File: config.mk
export PLATFORM = sky130hd
export DESIGN_NAME = stream_downsize
export DESIGN_NICKNAME = d
export VERILOG_FILES = /design/src/rtl/stream_downsize.sv
export SDC_FILE = /design/constraint.sdc
export NUM_CORES = 1
export LEC_CHECK = 0
export CAP_MARGIN = 20
export CELL_PAD_IN_SITES_DETAIL_PLACEMENT = 1
export CELL_PAD_IN_SITES_GLOBAL_PLACEMENT = 1
export CORE_MARGIN = 5
export CORE_UTILIZATION = 34
export DETAILED_ROUTE_END_ITERATION = 10
export GPL_ROUTABILITY_DRIVEN = 0
export PLACE_DENSITY_LB_ADDON = 0.1
export SYNTH_ARGS = -nofsm -noshare
export SYNTH_HDL_FRONTEND = slang
export SYNTH_SLANG_ARGS = --single-unit
File: constraint.sdc
create_clock -name clk -period 3.2 [get_ports clk]
set_clock_uncertainty 0.05 [all_clocks]
set_input_delay 0.64 -clock clk [delete_from_list [all_inputs] [get_ports clk]]
set_output_delay 0.64 -clock clk [all_outputs]
set_load 0.1 [all_outputs]
File: src/rtl/stream_downsize.sv
// Wide-to-narrow stream serializer: buffers one wide word and emits its kept lanes,
// lowest index first, one narrow beat per cycle with no bubble between words.
module stream_downsize #(
    parameter int T_DATA_WIDTH = 4,
    parameter int T_DATA_RATIO = 2
) (
    input  logic                    clk,
    input  logic                    rst_n,
    input  logic [T_DATA_WIDTH-1:0] s_data_i [T_DATA_RATIO-1:0],
    input  logic [T_DATA_RATIO-1:0] s_keep_i,
    input  logic                    s_last_i,
    input  logic                    s_valid_i,
    output logic                    s_ready_o,
    output logic [T_DATA_WIDTH-1:0] m_data_o,
    output logic                    m_last_o,
    output logic                    m_valid_o,
    input  logic                    m_ready_i
);

    localparam int SEL_W = (T_DATA_RATIO > 1) ? $clog2(T_DATA_RATIO) : 1;
    localparam logic [T_DATA_RATIO-1:0] LANE_ONE = T_DATA_RATIO'(1);

    logic [T_DATA_WIDTH-1:0] buf_data [T_DATA_RATIO-1:0];
    logic                    buf_last;
    logic [T_DATA_RATIO-1:0] rem;
    logic [T_DATA_RATIO-1:0] rem_cleared;
    logic [SEL_W-1:0]        sel;
    logic                    busy;
    logic                    one_left;
    logic                    out_fire;
    logic                    in_fire;

    // Lowest set bit of rem wins; an empty mask falls back to lane 0.
    always_comb begin
        sel = '0;
        for (int i = T_DATA_RATIO - 1; i >= 0; i--) begin
            if (rem[i]) begin
                sel = SEL_W'(i);
            end
        end
    end

    // rem & (rem - 1) drops the lowest set bit: the mask after this beat drains.
    assign rem_cleared = rem & (rem - LANE_ONE);
    assign busy        = |rem;
    assign one_left    = busy && (rem_cleared == '0);
    assign out_fire    = busy && m_ready_i;

    assign m_valid_o = busy;
    assign m_last_o  = buf_last && one_left;
    assign m_data_o  = buf_data[sel];

    // Refill on the same edge as the final beat drains, so words stream back to back.
    assign s_ready_o = !busy || (out_fire && one_left);
    assign in_fire   = s_valid_i && s_ready_o;

    always_ff @(posedge clk or negedge rst_n) begin
        if (!rst_n) begin
            rem      <= '0;
            buf_last <= 1'b0;
            // NOTE: the data buffer is reset too, so m_data_o reads zero while idle after reset.
            buf_data <= '{default: '0};
        end else if (in_fire) begin
            // NOTE: a load overrides the final-lane clear; rem takes the new keep mask.
            buf_data <= s_data_i;
            buf_last <= s_last_i;
            rem      <= s_keep_i;
        end else if (out_fire) begin
            rem <= rem_cleared;
        end
    end

endmodule

-- After elaboration in Yosys (flattened, before gate mapping)
Cells that the tools add are included.
- flip-flop bits (word level): 11
- latch bits: 0
- bits in writable memories: 0
- ROM bits: 0
- input port bits: 15
- memories kept: 0
- add/subtract/negate cells: 1
- $mul: 0
- divide/modulo/power cells: 0
- $lt $le $gt $ge: 1
- eq/ne operators: 0
- shift operators: 0
- multiplexer cells: 6
- bitwise logic cells: 1
- reduce and logical (&&, ||, !) cells: 10
- operators by type and width (kind ; count):
    4-bit 2-to-1 mux ; 2
    1-bit logical AND ; 5
    2-bit 2-to-1 mux ; 2
    2-bit bitwise AND ; 1
    2-bit zero test ; 1
    1-bit by 2-bit less-than comparator with 1-bit output, second input constant ; 1
    1-bit 2-to-1 mux ; 2
    2-bit nonzero test ; 1
    2-bit OR reduction ; 1
    2-bit by 1-bit subtractor with 2-bit output, second input constant ; 1
    1-bit zero test ; 1
    1-bit logical OR ; 1

-- Depth between registers and ports, before layout
Gate-level depths: netlist (run 1).
- depth after elaboration: 8
- gate-level depth with buffers: 5

-- Least setup slack after synthesis (run 1)
OpenSTA, ideal clock, no wires.
- path type: register to output
- from: register rem[1]
- to: output port m_last_o
- data arrival time: 1.502 ns
- setup slack: 1.008 ns
- stages on the path, launching flop included: 4
- path buffers: 0
- path through: dfrtp_1 -> inv_1 -> ha_1 -> and2_1
- cells in the longest elaborated chain, start to end: 5
- RTL lines (element ; RTL line ; text):
    start, declared ; 25 ; logic [T_DATA_RATIO-1:0] rem;
    start signal, assigned ; 67 ; rem <= s_keep_i;
    start signal, assigned ; 69 ; rem <= rem_cleared;
    2-bit by 1-bit subtractor with 2-bit output ; 44 ; assign rem_cleared = rem & (rem - LANE_ONE);
    2-bit bitwise AND ; 44 ;
    2-bit zero test ; 46 ; assign one_left = busy && (rem_cleared == '0);
    1-bit logical AND * ; 46 ;
    1-bit logical AND * ; 50 ; assign m_last_o = buf_last && one_left;
    end, declared ; 15 ; output logic m_last_o,
Every way passes the cells marked *; elsewhere a longest branch is shown, timed or not.

-- Worst setup path after layout (run 1)
- from: register rem[0]
- to: output port m_data_o[1]
- cells in the longest elaborated chain, start to end: 3
- RTL lines (element ; RTL line ; text):
    1-bit 2-to-1 mux ; 37 ; if (rem[i]) begin
    4-bit 2-to-1 mux (not written as such) (2 in series) ; 51 ; assign m_data_o = buf_data[sel];
    end, declared ; 14 ; output logic [T_DATA_WIDTH-1:0] m_data_o,
No other way between the ends. The select of a mux whose other input is x is not followed.

==> impl_metrics.py, run 1 <==
metrics = {
    "layout": {
        "fin_nets": 86,
        "drive_gt1_frac": 0.373,
        "multi_input_area_um2": 280,
        "n_antenna_cell": 0,
        "synthToLayoutAreaGrowth_pct": 44.4,
        "layout_commonest_cell": "clkdlybuf4s50_1",
        "regArea_um2": 275,
        "mostFrequentLayoutCells": "clkdlybuf4s50_1, mux2_2, dfrtp_1, buf_4",
        "n_fill_cell": 162,
    },
    "timing": {
        "grt_setup_unrepaired": "false",
        "final_max_slew_viol_count": 0,
        "fmax_mhz": 437,
        "worst_pin_slew_ns": 0.471,
        "setup_viol": 0,
        "hold_viol": 0,
        "period_share": 0.716,
        "final.setup.tns_ns": 0,
        "fin_crit_ns": 2.29,
        "relSlewSlack": 0.685,
    },
    "synthesis": {
        "ys_warn_count": 0,
        "avgSynthCellArea_um2": 13.5,
        "yosysSeqAreaShare": 0.486,
        "syn-instance-count": 42,
        "ys_ff_latch": 11,
        "synth_cell_type_count": 15,
        "syn_nets": 60,
        "syn_area_um2": 567,
    },
    "clock_network": {
        "clkLatencyLatePin_ns": 0.26,
        "cts_setup_buffers": 0,
        "clock_path_buffers": 2,
        "h-tree-depth": 1,
        "cts-buffers-inserted": 3,
        "clk_pin_slew_ns": 0.07,
        "cts_num_sinks": 11,
        "cts_tree": "yes",
        "ctsRootBufferMaster": "clkbuf_4",
        "holdBufCountCts": 0,
        "cts_resized": 0,
    },
    "setup_path": {
        "criticalPathCategory": "flop to primary output",
        "cp.arrival_ns": 1.60,
        "cp-end-kind": "primary output",
        "crit_path_max_fanout": 4,
        "critical_path_buf_inv_count": 2,
        "crit_required_ns": 2.51,
        "r2r_setup_slack_ns": 1.49,
        "cp_cell_sequence": "inv_1 > ha_1 > mux2_2 > buf_4",
        "r2r_end": "buf_data[4]$_DFFE_PN0P_",
        "critPathLaunchType": "flop",
        "crit_family": "flip-flops",
        "cpPeakStageDelay_ns": 0.40,
        "reg2reg_from": "rem[1]$_DFFE_PN0P_",
        "reg2reg_depth": 5,
        "crit_slowest_cell": "dfrtp_1",
    },
    "floorplan": {
        "die_h_um": 50.8,
        "rows": 14,
        "die_x_um": 50.8,
        "start_util": 0.368,
        "die_area_um2": 2580,
        "core_area_um2": 1540,
        "boundaryPins": 22,
    },
    "route": {
        "dr.pass1.iters": 2,
        "drc": 0,
        "drt_iter0_drc": 1,
        "avgRoutedWirePerCell_um": 13.7,
        "wl_um": 1140,
        "via_per_inst": 5.00,
        "vias": 415,
        "ant_nets": 0,
    },
    "min_path": {
        "hold_end": "buf_last$_DFFE_PN0P_",
        "holdPathStages": 1,
        "hp-class": "flop to flop",
        "holdCritStartpoint": "buf_last$_DFFE_PN0P_",
    },
    "global_routing": {
        "groute.usage.overall": 0.0988,
        "gr-total-overflow": 0,
        "grt_pass1_vias": 460,
        "grt_max_degree": 12,
        "antenna_found_initial": 0,
        "grt_pass1_wl_um": 2010,
    },
    "flow_run": {
        "cap_violations": 0,
    },
    "place": {
        "hpwl_um": 958,
        "numPortBuffers": 21,
    },
    "run_status": {
        "status": "completed",
    },
}
logic make-up (layout without fill, tap and decap cells):
family	after synthesis	after routing	share of synthesized area
compound gates	5	5	0.0839
fa+ha+maj	3	3	0.0662
buf+inv	3	28	0.0199
flops	11	11	0.486
mux	14	14	0.276
simple gates	6	6	0.0685
flip-flops by register name, summed over array words and instances (netlist names):
register and flops:
buf_data 8, buf_last 1, rem 2
worst max path at each step:
| stage | startpoint | end | slack, ns | cells past startpoint |
|---|---|---|---|---|
| 3_3_place_gp | m_ready_i | s_ready_o | 0.95 | 3 |
| 6_report | rem[0]$_DFFE_PN0P_ | m_data_o[1] | 0.91 | 4 |
| 3_5_place_dp | m_ready_i | s_ready_o | 0.94 | 3 |
| 4_1_cts | rem[0]$_DFFE_PN0P_ | m_data_o[2] | 0.88 | 4 |
| 2_1_floorplan | rem[1]$_DFFE_PN0P_ | m_last_o | 1.01 | 3 |
| 5_1_grt | rem[0]$_DFFE_PN0P_ | m_data_o[0] | 0.80 | 4 |
metrics by stage:
step | hold slack (ns) | util | setup WS (ns) | area, µm² | instances
after CTS | 0.456 | 0.531 | 0.878 | 818 | 83
final | 0.454 | 0.531 | 0.910 | 818 | 83
after detailed placement | 0.439 | 0.514 | 0.937 | 792 | 79
after floorplan | 0.294 | - | 1.01 | 567 | 42
after global routing | 0.482 | 0.531 | 0.805 | 818 | 83
after global placement | 0.433 | 0.514 | 0.955 | 792 | 79
routing by layer:
metal,global-route usage,part of all wire,vias up
li1,-,-,201
met1,0.128,0.45,200
met2,0.159,0.48,14
met3,0.0407,0.065,0
met4,0.0128,0,0
met5,0,0,-
area by class of cell:
cell class / instances / share of cell area
clock buffer: 4 / 0.0321
inverter: 3 / 0.0138
tap: 16 / 0.0245
multi-input combinational: 28 / 0.343
sequential: 11 / 0.336
timing repair buffer: 21 / 0.251
synthesized netlist by cell type (all sizes together):
master	number	area share
a21o	1	0.026
ha	3	0.066
inv	3	0.020
nor3b	1	0.013
a221oi	1	0.015
mux2	13	0.26
mux2i	1	0.018
nand2	3	0.033
o21ai	1	0.0088
and2	1	0.011
o32ai	1	0.015
a32o	1	0.018
dfrtp	11	0.49
nand2b	1	0.011
Power of run 1 is left out: the tool's default activity adds up to more than one toggle a clock period on the data nets, which glitch-free logic cannot reach.
==> run 2: changes to the inputs <==
--- a/config.mk
+++ b/config.mk
@@ -8,8 +8,9 @@
 export CAP_MARGIN = 20
 export CELL_PAD_IN_SITES_DETAIL_PLACEMENT = 1
 export CELL_PAD_IN_SITES_GLOBAL_PLACEMENT = 1
+export CORE_ASPECT_RATIO = 0.75
 export CORE_MARGIN = 5
-export CORE_UTILIZATION = 34
+export CORE_UTILIZATION = 29
 export DETAILED_ROUTE_END_ITERATION = 10
 export GPL_ROUTABILITY_DRIVEN = 0
 export PLACE_DENSITY_LB_ADDON = 0.1
==> constraint.sdc (replaced) <==
create_clock -name clk -period 1.95 [get_ports clk]
set_clock_uncertainty 0.05 [all_clocks]
set_input_delay 0.39 -clock clk [delete_from_list [all_inputs] [get_ports clk]]
set_output_delay 0.39 -clock clk [all_outputs]
set_load 0.1 [all_outputs]
==> run 2 against run 1 <==
  * First-iteration DRC count is the same
  * Sequential share of layout area shrank 4.1 points
  * Die area grew 14%
  * Critical endpoint unchanged
  * Highest routed layer is now met4
==> impl_metrics.py, run 2 (synthesis results as in run 1) <==
metrics = {
    "clock_network": {
        "holdBufCountCts": 0,
        "cts-buffers-inserted": 3,
        "h-tree-depth": 1,
        "clk_pin_slew_ns": 0.07,
        "ctsRootBufferMaster": "clkbuf_4",
        "clock_path_buffers": 2,
        "cts_num_sinks": 11,
        "clkLatencyLatePin_ns": 0.26,
        "cts_tree": "yes",
    },
    "layout": {
        "largest_reg_flops": 8,
        "drive_gt1_frac": 0.441,
        "fin_area_um2": 935,
        "layout_commonest_cell": "clkdlybuf4s50_1",
        "fin_nets": 87,
        "multi_input_area_um2": 305,
        "top_register": "buf_data",
        "regArea_um2": 277,
        "mostFrequentLayoutCells": "clkdlybuf4s50_1, mux2_2, dfrtp_1, buf_12, clkbuf_4",
        "synthToLayoutAreaGrowth_pct": 64.9,
        "n_fill_cell": 185,
        "n_antenna_cell": 0,
        "top_regs": "buf_data: 8 flops, rem: 2 flops, buf_last: 1 flops",
    },
    "route": {
        "vias": 422,
        "via_per_inst": 4.69,
        "dr.pass1.iters": 2,
        "avgRoutedWirePerCell_um": 14.1,
        "wl_um": 1270,
        "drc": 0,
        "ant_nets": 0,
        "drt_iter0_drc": 1,
    },
    "min_path": {
        "hp-class": "primary input to async pin",
    },
    "global_routing": {
        "gr-total-overflow": 0,
        "grt_pass1_vias": 483,
        "grt_max_degree": 12,
        "antenna_found_initial": 0,
        "groute.usage.overall": 0.104,
        "grt_pass1_wl_um": 2100,
    },
    "floorplan": {
        "die_h_um": 48.3,
        "rows": 13,
        "start_util": 0.317,
        "core_area_um2": 1790,
        "boundaryPins": 22,
        "die_area_um2": 2950,
        "die_x_um": 61.1,
    },
    "setup_path": {
        "crit_required_ns": 1.51,
        "cp-end-kind": "primary output",
        "crit_path_max_fanout": 4,
        "cp.arrival_ns": 1.48,
        "cpPeakStageDelay_ns": 0.41,
        "critPathLaunchType": "flop",
        "criticalPathCategory": "flop to primary output",
        "cp_cell_sequence": "inv_2 > ha_4 > mux2_2 > buf_12",
        "crit_slowest_cell": "dfrtp_1",
    },
    "timing": {
        "worst_pin_slew_ns": 0.507,
        "grt_setup_unrepaired": "true",
        "relSlewSlack": 0.661,
        "period_share": 0.986,
        "hold_viol": 0,
        "setup_viol": 0,
        "fin_crit_ns": 1.92,
        "final_max_slew_viol_count": 0,
        "fmax_mhz": 520,
        "final.setup.tns_ns": 0,
    },
    "place": {
        "placed_area_um2": 875,
        "hpwl_um": 1000,
        "numPortBuffers": 21,
    },
    "run_status": {
        "status": "completed",
    },
    "flow_run": {
        "cap_violations": 0,
    },
}
-- run 2: changes by cell type in the layout (fill, tap and decap cells not counted), sizes merged --
cell,delta
buf,+1
-- run 2: layout make-up --
cell class                 instances  area share
multi-input combinational         28       0.327
timing repair buffer              22       0.308
inverter                           3      0.0120
sequential                        11       0.296
clock buffer                       4      0.0281
tap                               22      0.0295
-- run 2: repair_timing --
action	in CTS	in global routing
resized for setup	5	0
setup endpoints to repair	6	4
pin swaps	1	0
setup buffers	0	1
-- run 2: worst max-delay path: cells and delay by family (launching register included) --
family | cells | cell delay, ns
DFF | 1 | 0.41
muxes | 1 | 0.36
buffers and inverters | 2 | 0.28
adders and majority gates | 1 | 0.16
-- run 2: final timing paths --
check | from | cells past startpoint | end | slack, ns
setup / recovery | rem[0]$_DFFE_PN0P_ | 4 | m_data_o[1] | 0.03
setup reg to reg | rem[1]$_DFFE_PN0P_ | 5 | buf_data[0]$_DFFE_PN0P_ | 0.30
max in group asynchronous | rst_n | 1 | rem[1]$_DFFE_PN0P_ | 1.07
hold / removal | rst_n | 1 | buf_data[4]$_DFFE_PN0P_ | 0.41
hold reg to reg | buf_data[5]$_DFFE_PN0P_ | 1 | buf_data[5]$_DFFE_PN0P_ | 0.45
min in group clk | buf_data[5]$_DFFE_PN0P_ | 1 | buf_data[5]$_DFFE_PN0P_ | 0.45
-- run 2: per-layer routing --
layer	routed length, µm	vias up	part of all wire	global-route usage
met5	0	-	0	0
met2	639	9	0.50	0.179
met1	566	205	0.45	0.109
met4	9	0	0.0071	0.0433
li1	-	206	-	-
met3	51	2	0.040	0.0529
-- run 2: per-stage QoR --
stage                     setup slack, ns  cells  hold WS (ns)  utilization
after CTS                         -0.0125     89         0.420        0.518
after global placement              0.145     85         0.432        0.489
after global routing              -0.0456     90         0.436        0.522
after floorplan                   0.00776     42        0.0444            -
after detailed placement           0.0948     85         0.442        0.489
final                              0.0274     90         0.412        0.522
Power of run 2 is left out for the same reason.
